**src/rtl/fetch_unit_if.sv**
```systemverilog
// rtl/fetch_unit_if.sv - instruction-memory request/response bus between fetch and imem
interface fetch_unit_if #(
  parameter int XLEN    = 32,
  parameter int PC_BITS = 5
);
  logic               imem_req;
  logic [PC_BITS-1:0] imem_addr;
  logic               imem_gnt;
  logic               imem_rvalid;
  logic [XLEN-1:0]    imem_rdata;

  modport master (
    output imem_req,
    output imem_addr,
    input  imem_gnt,
    input  imem_rvalid,
    input  imem_rdata
  );

  modport slave (
    input  imem_req,
    input  imem_addr,
    output imem_gnt,
    output imem_rvalid,
    output imem_rdata
  );
endinterface

```
**src/rtl/fetch_unit.sv**
```systemverilog
// rtl/fetch_unit.sv - fetch stage: PC, credit-limited imem requests, 2-entry instruction buffer
module fetch_unit #(
  parameter int          XLEN     = 32,
  parameter int          PC_BITS  = 5,
  parameter int unsigned RESET_PC = 0
) (
  input  logic               clk,
  input  logic               rst,
  input  logic               stall_D,
  input  logic               EX_taken,
  input  logic [PC_BITS-1:0] EX_target,
  fetch_unit_if.master       imem,
  output logic [PC_BITS-1:0] F_pc,
  output logic [XLEN-1:0]    F_inst,
  output logic               F_valid
);
  localparam logic [PC_BITS-1:0] RST_PC = PC_BITS'(RESET_PC);
  localparam logic [XLEN-1:0]    NOP    = XLEN'(32'h2000_0000);

  logic [PC_BITS-1:0] pc;
  logic [1:0]         outstanding;
  logic [1:0]         drop_cnt;
  logic [1:0]         occ;
  logic               aq_rd, aq_wr;
  logic               buf_rd, buf_wr;
  logic [PC_BITS-1:0] aq_pc    [2];
  logic [PC_BITS-1:0] buf_pc   [2];
  logic [XLEN-1:0]    buf_inst [2];

  logic       head_valid;
  logic       pop;
  logic       push;
  logic       resp;
  logic       req;
  logic       accept;
  logic [2:0] credit_used;

  // Credit counts dropped-but-outstanding requests too, so every response has a slot;
  // a same-cycle pop frees its entry early enough to keep one fetch per cycle.
  always_comb begin
    head_valid  = (occ != 2'd0);
    pop         = head_valid && !stall_D && !EX_taken;
    resp        = imem.imem_rvalid;
    push        = resp && (drop_cnt == 2'd0) && !EX_taken;
    credit_used = 3'(outstanding) + 3'(occ) - 3'(pop);
    req         = !rst && !EX_taken && (credit_used < 3'd2);
    accept      = req && imem.imem_gnt;
  end

  assign imem.imem_req  = req;
  assign imem.imem_addr = pc;

  always_ff @(posedge clk or posedge rst) begin
    if (rst) begin
      pc          <= RST_PC;
      outstanding <= 2'd0;
      drop_cnt    <= 2'd0;
      occ         <= 2'd0;
      aq_rd       <= 1'b0;
      aq_wr       <= 1'b0;
      buf_rd      <= 1'b0;
      buf_wr      <= 1'b0;
    end else begin
      outstanding <= outstanding + 2'(accept) - 2'(resp);
      if (accept) aq_wr <= ~aq_wr;
      if (resp)   aq_rd <= ~aq_rd;
      if (EX_taken) begin
        // Everything still in flight after this cycle's response belongs to the old path.
        pc       <= EX_target;
        drop_cnt <= outstanding - 2'(resp);
        occ      <= 2'd0;
        buf_rd   <= 1'b0;
        buf_wr   <= 1'b0;
      end else begin
        if (accept) pc <= pc + PC_BITS'(1);
        if (resp && (drop_cnt != 2'd0)) drop_cnt <= drop_cnt - 2'd1;
        if (push) buf_wr <= ~buf_wr;
        if (pop)  buf_rd <= ~buf_rd;
        occ <= occ + 2'(push) - 2'(pop);
      end
    end
  end

  always_ff @(posedge clk) begin
    if (accept) aq_pc[aq_wr] <= pc;
    if (push) begin
      buf_pc[buf_wr]   <= aq_pc[aq_rd];
      buf_inst[buf_wr] <= imem.imem_rdata;
    end
  end

  always_comb begin
    F_valid = head_valid;
    F_pc    = head_valid ? buf_pc[buf_rd]   : '0;
    F_inst  = head_valid ? buf_inst[buf_rd] : NOP;
  end
endmodule
```
**src/flat_wrapper.sv**
```systemverilog
// flat-port wrapper written by rule: the top's interface ports become plain ports
module fetch_unit_flat 
#(
  parameter int          XLEN     = 32,
  parameter int          PC_BITS  = 5,
  parameter int unsigned RESET_PC = 0
)
  (clk, rst, stall_D, EX_taken, EX_target, F_pc, F_inst, F_valid, imem_imem_req, imem_imem_addr, imem_imem_gnt, imem_imem_rvalid, imem_imem_rdata);
  fetch_unit_if #(.XLEN(XLEN), .PC_BITS(PC_BITS)) imem_i ();
  input  logic clk;
  input  logic rst;
  input  logic stall_D;
  input  logic EX_taken;
  input  logic [PC_BITS-1:0] EX_target;
  output logic [PC_BITS-1:0] F_pc;
  output logic [XLEN-1:0] F_inst;
  output logic F_valid;
  output wire logic [$bits(imem_i.imem_req)-1:0] imem_imem_req;
  output wire logic [$bits(imem_i.imem_addr)-1:0] imem_imem_addr;
  input wire logic [$bits(imem_i.imem_gnt)-1:0] imem_imem_gnt;
  input wire logic [$bits(imem_i.imem_rvalid)-1:0] imem_imem_rvalid;
  input wire logic [$bits(imem_i.imem_rdata)-1:0] imem_imem_rdata;
  assign imem_imem_req = imem_i.imem_req;
  assign imem_imem_addr = imem_i.imem_addr;
  assign imem_i.imem_gnt = imem_imem_gnt;
  assign imem_i.imem_rvalid = imem_imem_rvalid;
  assign imem_i.imem_rdata = imem_imem_rdata;
  fetch_unit #(.XLEN(XLEN), .PC_BITS(PC_BITS), .RESET_PC(RESET_PC)) u_core (.clk(clk), .rst(rst), .stall_D(stall_D), .EX_taken(EX_taken), .EX_target(EX_target), .imem(imem_i), .F_pc(F_pc), .F_inst(F_inst), .F_valid(F_valid));
endmodule
```
**config.mk**
```make
export PLATFORM = sky130hd
export DESIGN_NAME = fetch_unit_flat
export DESIGN_NICKNAME = d
export VERILOG_FILES = /design/src/rtl/fetch_unit_if.sv /design/src/rtl/fetch_unit.sv /design/src/flat_wrapper.sv
export SDC_FILE = /design/constraint.sdc
export NUM_CORES = 1
export LEC_CHECK = 0
export CORE_MARGIN = 2
export CORE_UTILIZATION = 50
export CTS_CLUSTER_DIAMETER = 120
export DETAILED_ROUTE_END_ITERATION = 8
export PLACE_DENSITY = 0.91
export SYNTH_ARGS = -nofsm -noshare
export SYNTH_HDL_FRONTEND = slang
export SYNTH_SLANG_ARGS = --single-unit
```
**constraint.sdc**
```tcl
create_clock -name clk -period 4.1 [get_ports clk]
set_input_delay 0.615 -clock clk [delete_from_list [all_inputs] [get_ports clk]]
set_output_delay 0.615 -clock clk [all_outputs]
set_load 0.05 [all_outputs]
```
==> run metrics <==
status complete, no violations; clock-pin transition on the worst setup and hold timing paths about 0.1 ns; n_diodes 0; Pleak between 1.5 and 2 nW; top cells by count, synth edfxtp_1, nor2_1, mux2i_1, dfrtp_1, inv_1; htree depth 3; cell internal pwr ~1.9 mW; design area 0.00525 mm^2; Clk pwr share 22.1%; # DRC 0; PortBufs 86; Post-synth EDFFs 84; Synth Register Bits 99; clock root cell clkbuf_8; Async SR Flop Fraction roughly 15%; 1st-iter DRT viols 96; layout cells sized above 1 roughly 8.5%; first-pass GRT wire length around 12 mm; antenna-violating nets left 0; max_cap viols 0; kind of critical path in2out; Total Wirelength approximately 7.7 mm; main combinational cell family by area after synthesis multiplexers; Worst Hold Class reg2reg; post-synth top area cell edfxtp_1; first-pass detailed-route iteration total 4; Synth cell types 32; RSZ-0062 raised after global routing false; RePlAce Congestion between 0.8 and 0.9; clock latency on the worst-skew pair roughly 0.35 ns; crit end category output pin; final core utilization between 60% and 70%; crit-path max FO 10; crit path launch EX_taken; Final nets 410; starting density of the core between 50% and 60%; endpoints failing hold 0; Rel. slew slack ~27%; vias in the first global route 2,523; Yosys top cell area share 62.2%; Net Switching between 1 and 1.5 mW; global route total overflow 0; Flop pwr share 44.5%; Layout area overhead 29.5%; mean area per synthesized cell 15.0 um^2; initial antenna violation count 0; yosys warns 0; Syn Nets ~320; Critical Path RT 3.48 ns; max-slew violation count 0; Die ar. ~0.0088 mm^2; CP startpoint kind input port; # Post-CTS Setup Buffers 0; Die Y-Extent 94.1 um; via/cell ratio between 5 and 6; final setup fails 0; Worst R2R Setup Slack approximately 1.4 ns; largest net degree at the start of global routing between 40 and 50; Synth Area in Simple Gates under 10%; Reg area roughly 0.0029 mm^2; PwrDens roughly 550 mW/mm^2; r2r endpoint u_core.imem.imem_addr[4]; Compound-Gate Fraction of Synth Area 1.97%; Gates resized, CTS repair 0; FILL cells 565; CTS Buf Count 9; post-synthesis instance total between 200 and 300; top area cells in the synthesized netlist edfxtp_1, mux2i_1, dfrtp_1; Max Clk Rate a little under 300 MHz; worst vdd ir about 0.26 mV; most numerous cell in the Yosys netlist edfxtp_1; Setup TNS Final 0 ns; GRT Util Overall a little under a fifth; sw frac 35.7%; total core area 0.00781 mm^2; Synth Area in Adders under 10%; wire length per cell roughly 16 um; XOR/XNOR Fraction of Synth Area under 10%; post-synthesis instance area 0.00406 mm^2; Max Buffers Root-to-Sink 2; worst-margin pin slew around 1.1 ns; post-synthesis sequential area ratio 71.5%; clock sinks between 90 and 100; Final period util roughly 83%; Placed Area 0.00504 mm^2; die width 94.1 um; mux share of post-synthesis cell area about 11%; RR Startpoint u_core.occ[1]; via count 2,394; Ports 87; Worst EP arrival 2.79 ns; row count 32; skew final 0.0143 ns; Multi-input gate area 0.00107 mm^2; Comb pwr share around a third; depth of the worst register-to-register path 7; dpl hpwl about 5.2 mm; leading register cell type out of synthesis edfxtp_1; CTS tree yes; count of hold-fix buffers inserted at cts 0; min Tclk post-route roughly 3.4 ns; Critical Path End imem_imem_req
## per-stage QoR
stage	total power, mW	worst slack, ns	cells	hold slack (ns)
CTS	2.92	0.711	467	0.503
detailed placement	2.29	0.711	451	0.486
finish	2.90	0.699	467	0.513
global placement	2.26	0.761	451	0.480
floorplan	1.97	0.0187	271	0.460
global route	3.04	0.563	467	0.532
## placed cells by master (no fill, tap or decap), drive strengths merged, types with 3 or more instances in the layout
cell           instances
edfxtp                84
ha                     6
nor3                   4
clkbuf                 9
xnor2                  9
dfrtp                 15
inv                   16
mux2i                 38
a31oi                  3
buf                    5
clkdlybuf4s50         85
nor2                  46
xor2                   3
nor2b                  4
mux2                   5
or4                    3
nand2                  6
nand3                  3
## layout make-up
class,instances,area share (%)
sequential,99,55.2
multi-input combinational,147,20.3
timing repair buffer,90,17.2
tap,102,2.43
clock buffer,9,2.36
clock inverter,7,1.62
inverter,13,0.929
## worst max-delay path, stage by stage
cell and delay [ns]:
clkdlybuf4s50_1 0.69, nor2_1 0.09, xnor2_1 0.14, nand2_1 0.08, fa_1 0.42, xor2_1 0.30, and4_1 0.29, buf_12 0.15
## flip-flops by register name, indices dropped and copies added, names as in the netlist
signal,flops
u_core.aq_pc,10
u_core.aq_rd,1
u_core.aq_wr,1
u_core.buf_inst,64
u_core.buf_pc,10
u_core.buf_rd,1
u_core.buf_wr,1
u_core.drop_cnt,2
u_core.imem.imem_addr,5
u_core.occ,2
u_core.outstanding,2
## per-layer routing
layer / global-route usage [%] / vias up / wire length (um)
met1: 21.6 / 1172 / 3010
met3: 3.13 / 5 / 299
met2: 33.0 / 59 / 4260
met4: 7.73 / 0 / 89
met5: 0 / - / 0
li1: - / 1158 / -
## power by group through the flow
stage               clock (mW)  sequential, mW  combinational [mW]
floorplan                    0            1.29               0.680
global placement             0            1.31               0.949
detailed placement           0            1.31               0.976
CTS                      0.653            1.29               0.979
global route             0.690            1.30                1.04
finish                   0.641            1.29               0.971
## logic make-up (layout without fill, tap and decap cells)
logic type	Yosys count	in the layout
flops	99	99
simple gates	74	74
compound gates	11	11
buf+inv	25	119
mux	43	43
fa+ha+maj	7	7
xor+xnor	12	12
## worst min path at each step
stage	start	end	slack [ns]	cells past startpoint
global route	u_core.aq_wr	u_core.aq_wr	0.53	1
floorplan	u_core.aq_wr	u_core.aq_wr	0.46	1
finish	u_core.aq_wr	u_core.aq_wr	0.51	1
CTS	u_core.aq_wr	u_core.aq_wr	0.50	1
global placement	u_core.aq_wr	u_core.aq_wr	0.48	1
detailed placement	u_core.aq_wr	u_core.aq_wr	0.49	1
Note: power is estimated with default switching activity, not from simulation.
==> variant 1, RTL diff (config.mk and constraints unchanged) <==
`XLEN` is set to 32 in 3 places; all go to 24.
--- a/src/rtl/fetch_unit_if.sv
+++ b/src/rtl/fetch_unit_if.sv
@@ -1,6 +1,6 @@
 // rtl/fetch_unit_if.sv - instruction-memory request/response bus between fetch and imem
 interface fetch_unit_if #(
-  parameter int XLEN    = 32,
+  parameter int XLEN    = 24,
   parameter int PC_BITS = 5
 );
   logic               imem_req;
--- a/src/rtl/fetch_unit.sv
+++ b/src/rtl/fetch_unit.sv
@@ -1,6 +1,6 @@
 // rtl/fetch_unit.sv - fetch stage: PC, credit-limited imem requests, 2-entry instruction buffer
 module fetch_unit #(
-  parameter int          XLEN     = 32,
+  parameter int          XLEN     = 24,
   parameter int          PC_BITS  = 5,
   parameter int unsigned RESET_PC = 0
 ) (
--- a/src/flat_wrapper.sv
+++ b/src/flat_wrapper.sv
@@ -1,7 +1,7 @@
 // flat-port wrapper written by rule: the top's interface ports become plain ports
 module fetch_unit_flat 
 #(
-  parameter int          XLEN     = 32,
+  parameter int          XLEN     = 24,
   parameter int          PC_BITS  = 5,
   parameter int unsigned RESET_PC = 0
 )
Ports: changed (resized F_inst and imem_imem_rdata); port bits go from 87 to 71. The function was not compared with the original's and may differ.
==> variant 1 against the unedited design <==
  * Hold slack worse by 9.2 ps
  * Highest routed layer unchanged
  * Wire length down 17%
  * Critical path type unchanged
  * Worst setup slack worse by 7.2 ps
  * Count of clock-buffer cells in the layout up 1
  * Combinational power down 10%
  * Final area down 14%
  * Synthesized area down 14%
  * Synthesized cell count down 12%
  * Sequential cell count down 16
  * Power down 11%
==> variant 1: results (changes against the unedited design) <==
Status
The run finished with clean final reports.

Place
The setup slack after placement is 680 ps (-30.9 ps). The total of buffers placed on input and output ports is 70 (-19%). The standard cell area after detailed placement is 4330 um2 (-14%). The final HPWL from detailed placement came to 4.43 mm (-15%). The placer's final routability congestion estimate is 0.803 (-3.4%).

Pwr
The share of total power in sequential cells is 0.425 (-0.020). The maximum resistive drop on vdd is 0.472 mV (+79%). The reported net switching power is 0.000881 W (-15%). The power density over the cells was 568 nW/um2 (+2.7%). The flip-flop and latch power is 0.00109 W (-16%). The share of power burned in the clock network came to 0.238 (+0.017).

Detailed routing
The number of vias in the routed layout came to 2091 (-13%). The detailed route wirelength on metal3 is 230 um (-23%). The number of DRC markers after the initial detailed-route iteration is 89 (-7.3%).

The detailed-routing wirelength on met1 came to 2.60 mm (-14%). The wire length on met2 came to 3.40 mm (-20%). The aggregate routed wire length is 6.32 mm (-17%). The average via count per standard cell was 5.05 (-1.5%).

Finish
The count of multi-input gates was 132 (-10%). The ratio of cells with drive above 1 in the final layout is 0.101 (+0.0157). The area share of buffers outside the clock network came to 0.167 (-0.00402). The total of clock buffers placed in the layout is 10 (+1). The largest registers in the layout are u_core.buf_inst (48), u_core.aq_pc (10), u_core.buf_pc (10). The footprint of the multi-input gates is 990 um2 (-7.3%). The footprint of the flip-flops and latches is 2420 um2 (-17%). The net total in the final layout is 355 (-13%). The final-layout fill cell count came to 478 (-15%). The clock buffer and inverter area fraction after layout is 0.0457 (+0.00595). The number of signal-net inverters in the final layout is 12 (-1).

Critical path
The delay of the slowest critical-path stage was 480 ps (-210 ps). The highest fanout seen on the critical path came to 12 (+2).

Global routing
The met3 capacity usage during global routing is 0.0377 (+0.00640). The wire length of the first global-routing pass is 9.85 mm (-19%). The via count of the first global-routing pass is 2049 (-19%). The met1 usage in global routing is 0.210 (-0.00514). The largest net degree at the start of global routing was 34 (-19%).

Logic synthesis
The count of unique library cells instantiated by Yosys was 33 (+3.1%). In the synthesized netlist, the cells that appear most often are sky130_fd_sc_hd__edfxtp_1, sky130_fd_sc_hd__nor2_1, sky130_fd_sc_hd__mux2i_1. The post-synthesis async set-or-reset flop share was 0.181 (+0.0292). The arithmetic-cell share of the synthesized area counting full adders, half adders and majority gates was 0.0272 (+0.00375).

The synthesized netlist net count was 281 (-12%). The post-synthesis area per instance was 14.6 um2 (-2.2%). The sequential element share of the synthesized area is 0.691 (-0.0231). The post-synthesis xor/xnor area fraction was 0.0322 (+0.00629). By area the synthesized netlist is led by sky130_fd_sc_hd__edfxtp_1, sky130_fd_sc_hd__dfrtp_1, sky130_fd_sc_hd__mux2i_1.

STA
The transition time of the tightest slew-check pin is 916 ps (-179 ps). The worst-case clock skew was 6.82 ps (-7.44 ps).

CTS
The total clock sinks is 83 (-16%).
variant 1: cell count changes in the layout (fill, tap and decap cells not counted), moves of 3 or more:
cell,delta
sky130_fd_sc_hd__a31oi_1,-3
sky130_fd_sc_hd__clkdlybuf4s50_1,-16
sky130_fd_sc_hd__or4_1,-3
sky130_fd_sc_hd__inv_6,-3
sky130_fd_sc_hd__mux2i_1,-8
sky130_fd_sc_hd__clkinv_2,+3
sky130_fd_sc_hd__nor2_1,-9
sky130_fd_sc_hd__edfxtp_1,-16
sky130_fd_sc_hd__o31a_1,+5
variant 1: worst paths after layout:
kind	from	endpoint	slack, ps	cells after the start
worst max-delay path	EX_taken	imem_imem_req	690	9
worst min-delay path	u_core.aq_wr	u_core.aq_wr	500	1
worst max register to register	u_core.occ[1]	u_core.aq_pc[0][1]	1620	6
worst min register to register	u_core.aq_wr	u_core.aq_wr	500	1
max in group asynchronous	rst	u_core.buf_rd	2930	2
min in group asynchronous	rst	u_core.imem.imem_addr[3]	740	2
==> variant 2, RTL diff (same flow settings) <==
Made on the original files. Register the input `EX_target` before use, without a reset. The logic sees it one clock later. The other inputs are not delayed to match.
--- a/src/rtl/fetch_unit.sv
+++ b/src/rtl/fetch_unit.sv
@@ -16,6 +16,12 @@
 );
   localparam logic [PC_BITS-1:0] RST_PC = PC_BITS'(RESET_PC);
   localparam logic [XLEN-1:0]    NOP    = XLEN'(32'h2000_0000);
+
+  logic [PC_BITS-1:0] EX_target_q;
+
+  always_ff @(posedge clk) begin
+    EX_target_q <= EX_target;
+  end
 
   logic [PC_BITS-1:0] pc;
   logic [1:0]         outstanding;
@@ -66,7 +72,7 @@
       if (resp)   aq_rd <= ~aq_rd;
       if (EX_taken) begin
         // Everything still in flight after this cycle's response belongs to the old path.
-        pc       <= EX_target;
+        pc       <= EX_target_q;
         drop_cnt <= outstanding - 2'(resp);
         occ      <= 2'd0;
         buf_rd   <= 1'b0;
Behaviour: not the same (Yosys sat finds a counterexample within 4 cycles, from zero or initial values and one cycle with rst high).
==> variant 2 against the unedited design <==
  * Wire length increased by 0.68%
  * Final area increased by 1.4%
  * Sequential share of layout area increased by 1.1 points
  * Count of clock-buffer cells in the layout increased by 1
  * Clock skew increased by 3.9 ps
  * Power about the same
  * Worst setup slack improved by 130 ps
  * Die area increased by 2.6%
  * Sequential cell count increased by 5
  * First-iteration DRC count unchanged
  * Highest routed layer unchanged
  * Critical endpoint is now F_inst[16]
  * Synthesized area increased by 2.7%
==> variant 2: results (changes against the unedited design) <==
Pwr
The maximum resistive drop on vdd is 0.406 mV (+54%). The leakage power is 1.81 nW (+1.6%). The switching power as a share of total power came to 0.359 (+0.00262).

CTS
The clock latency at the later pin of the worst-skew pair was 370 ps (+20 ps). The master cell of the clock root buffer is sky130_fd_sc_hd__clkbuf_8. The clock-pin transition on the worst setup and hold timing paths is 100 ps (about the same).

The post-CTS setup buffer count is 0 (unchanged). The number of H-tree levels is 3 (unchanged). The number of buffers on the longest clock path is 2 (unchanged).

The post-CTS resize count is 0 (unchanged). The CTS buffer count is 9 (unchanged).

Detailed routing
The uppermost metal layer occupied by signal nets is met4. The average via count per standard cell is 5.21 (+1.6%). The number of DRC markers after the initial detailed-route iteration came to 96 (unchanged). The number of iterations in the first detailed-routing pass is 4 (unchanged). The average wire per cell in the routed design is 16.3 um (-0.81%). The detailed route wirelength on metal3 is 655 um (+120%). The detailed-routing wirelength on met1 was 3.09 mm (+2.7%). The wire length on met2 is 3.86 mm (-9.4%).

Global routing
The met3 capacity usage during global routing is 0.0530 (+0.0217). The met1 usage in global routing is 0.223 (+0.00720). The global-route total usage across every layer is 0.183 (-0.000757). The via count of the first global-routing pass is 2506 (-0.67%). The wire length of the first global-routing pass is 12.3 mm (+1.7%). The largest net degree at the start of global routing came to 40 (-4.8%).

The number of antenna violations at the first check in global routing was 0 (unchanged). The global-route met2 utilization is 0.309 (-0.0211).

Critical path
The delay of the slowest critical-path stage is 1100 ps (+410 ps). The slowest cell on the critical path is sky130_fd_sc_hd__dfrtp_2. The highest fanout seen on the critical path came to 39 (+29).

The arrival time of data at the critical path endpoint is 2660 ps (-130 ps). The kind of cell with the highest combined delay on the critical path is flip-flops.

Logic synthesis
The count of unique library cells instantiated by Yosys came to 34 (+6.3%). By area the synthesized netlist is led by sky130_fd_sc_hd__edfxtp_1, sky130_fd_sc_hd__mux2i_1, sky130_fd_sc_hd__dfrtp_1. The most used flip-flop cell after synthesis is sky130_fd_sc_hd__edfxtp_1. The yosys synthesis warning count was 0 (unchanged). The post-synthesis async set-or-reset flop share is 0.144 (-0.00728). The sequential element share of the synthesized area is 0.720 (+0.00493). The commonest cells after synthesis are sky130_fd_sc_hd__edfxtp_1, sky130_fd_sc_hd__nor2_1, sky130_fd_sc_hd__mux2i_1.

The synthesized netlist net count is 326 (+1.6%). The number of synthesized flops with an enable pin was 84 (unchanged).

Place
The placer's final routability congestion estimate is 0.870 (+4.5%). The setup slack after placement is 726 ps (+14.8 ps). The final HPWL from detailed placement came to 5.20 mm (-0.25%). The total of buffers placed on input and output ports was 86 (unchanged).

Status
The flow ran to the end, and the final reports show no timing, DRC or antenna violations.

Finish
The ratio of cells with drive above 1 in the final layout is 0.0786 (-0.00634). The total inserted antenna cells is 0 (unchanged). In the final layout, the registers with the most flip-flops are u_core.buf_inst (64), u_core.aq_pc (10), u_core.buf_pc (10). The net total in the final layout is 414 (+0.98%).

STA
The worst-case clock skew is 18.2 ps (+3.93 ps). The relative slew slack is 0.263 (-0.00678).

Worst hold path
The worst hold path class is flip-flop to flip-flop.
variant 2: power groups by stage:
stage	clock [W]	sequential, W	combinational [W]
after CTS	0.000588	0.00135	0.000993
after detailed placement	0	0.00137	0.000988
after global placement	0	0.00136	0.000959
final	0.000579	0.00134	0.000983
after global routing	0.000642	0.00136	0.00106
after floorplan	0	0.00134	0.000694
variant 2: stage by stage:
stage | hold WS [ps] | utilization | power [W] | instances | instance area, um2
2_1_floorplan | 431 | - | 0.00203 | 276 | 4170
3_3_place_gp | 453 | 0.633 | 0.00232 | 458 | 5150
3_5_place_dp | 451 | 0.633 | 0.00236 | 458 | 5150
4_1_cts | 466 | 0.655 | 0.00293 | 474 | 5330
5_1_grt | 479 | 0.655 | 0.00306 | 474 | 5330
6_report | 466 | 0.655 | 0.00291 | 474 | 5330
variant 2: final timing paths:
path,depth (start not counted),from,slack (ps),to
max,3,u_core.buf_rd,830,F_inst[16]
max reg2reg,5,u_core.occ[1],1350,u_core.aq_pc[0][0]
min reg2reg,2,u_core.EX_target_q[2],470,u_core.imem.imem_addr[2]
min in group asynchronous,2,rst,660,u_core.outstanding[0]
max in group asynchronous,2,rst,3030,u_core.buf_rd
min,2,u_core.EX_target_q[2],470,u_core.imem.imem_addr[2]
variant 2: area by class of cell:
type | instances | area (um2)
Inverter | 13 | 48.8
Timing Repair Buffer | 89 | 893
Clock buffer | 10 | 128
Clock inverter | 6 | 51.3
Tap cell | 105 | 131
Multi-Input combinational cell | 147 | 1070
Fill cell | 579 | 2810
Sequential cell | 104 | 3000
variant 2: logic make-up after synthesis:
family / synth area share
DFF: 0.720
and+or+nand+nor: 0.0805
muxes: 0.105
buffers and inverters: 0.0258
AOI/OAI and AO/OA: 0.0195
xor gates and xnor gates: 0.0270
adders and majority gates: 0.0228
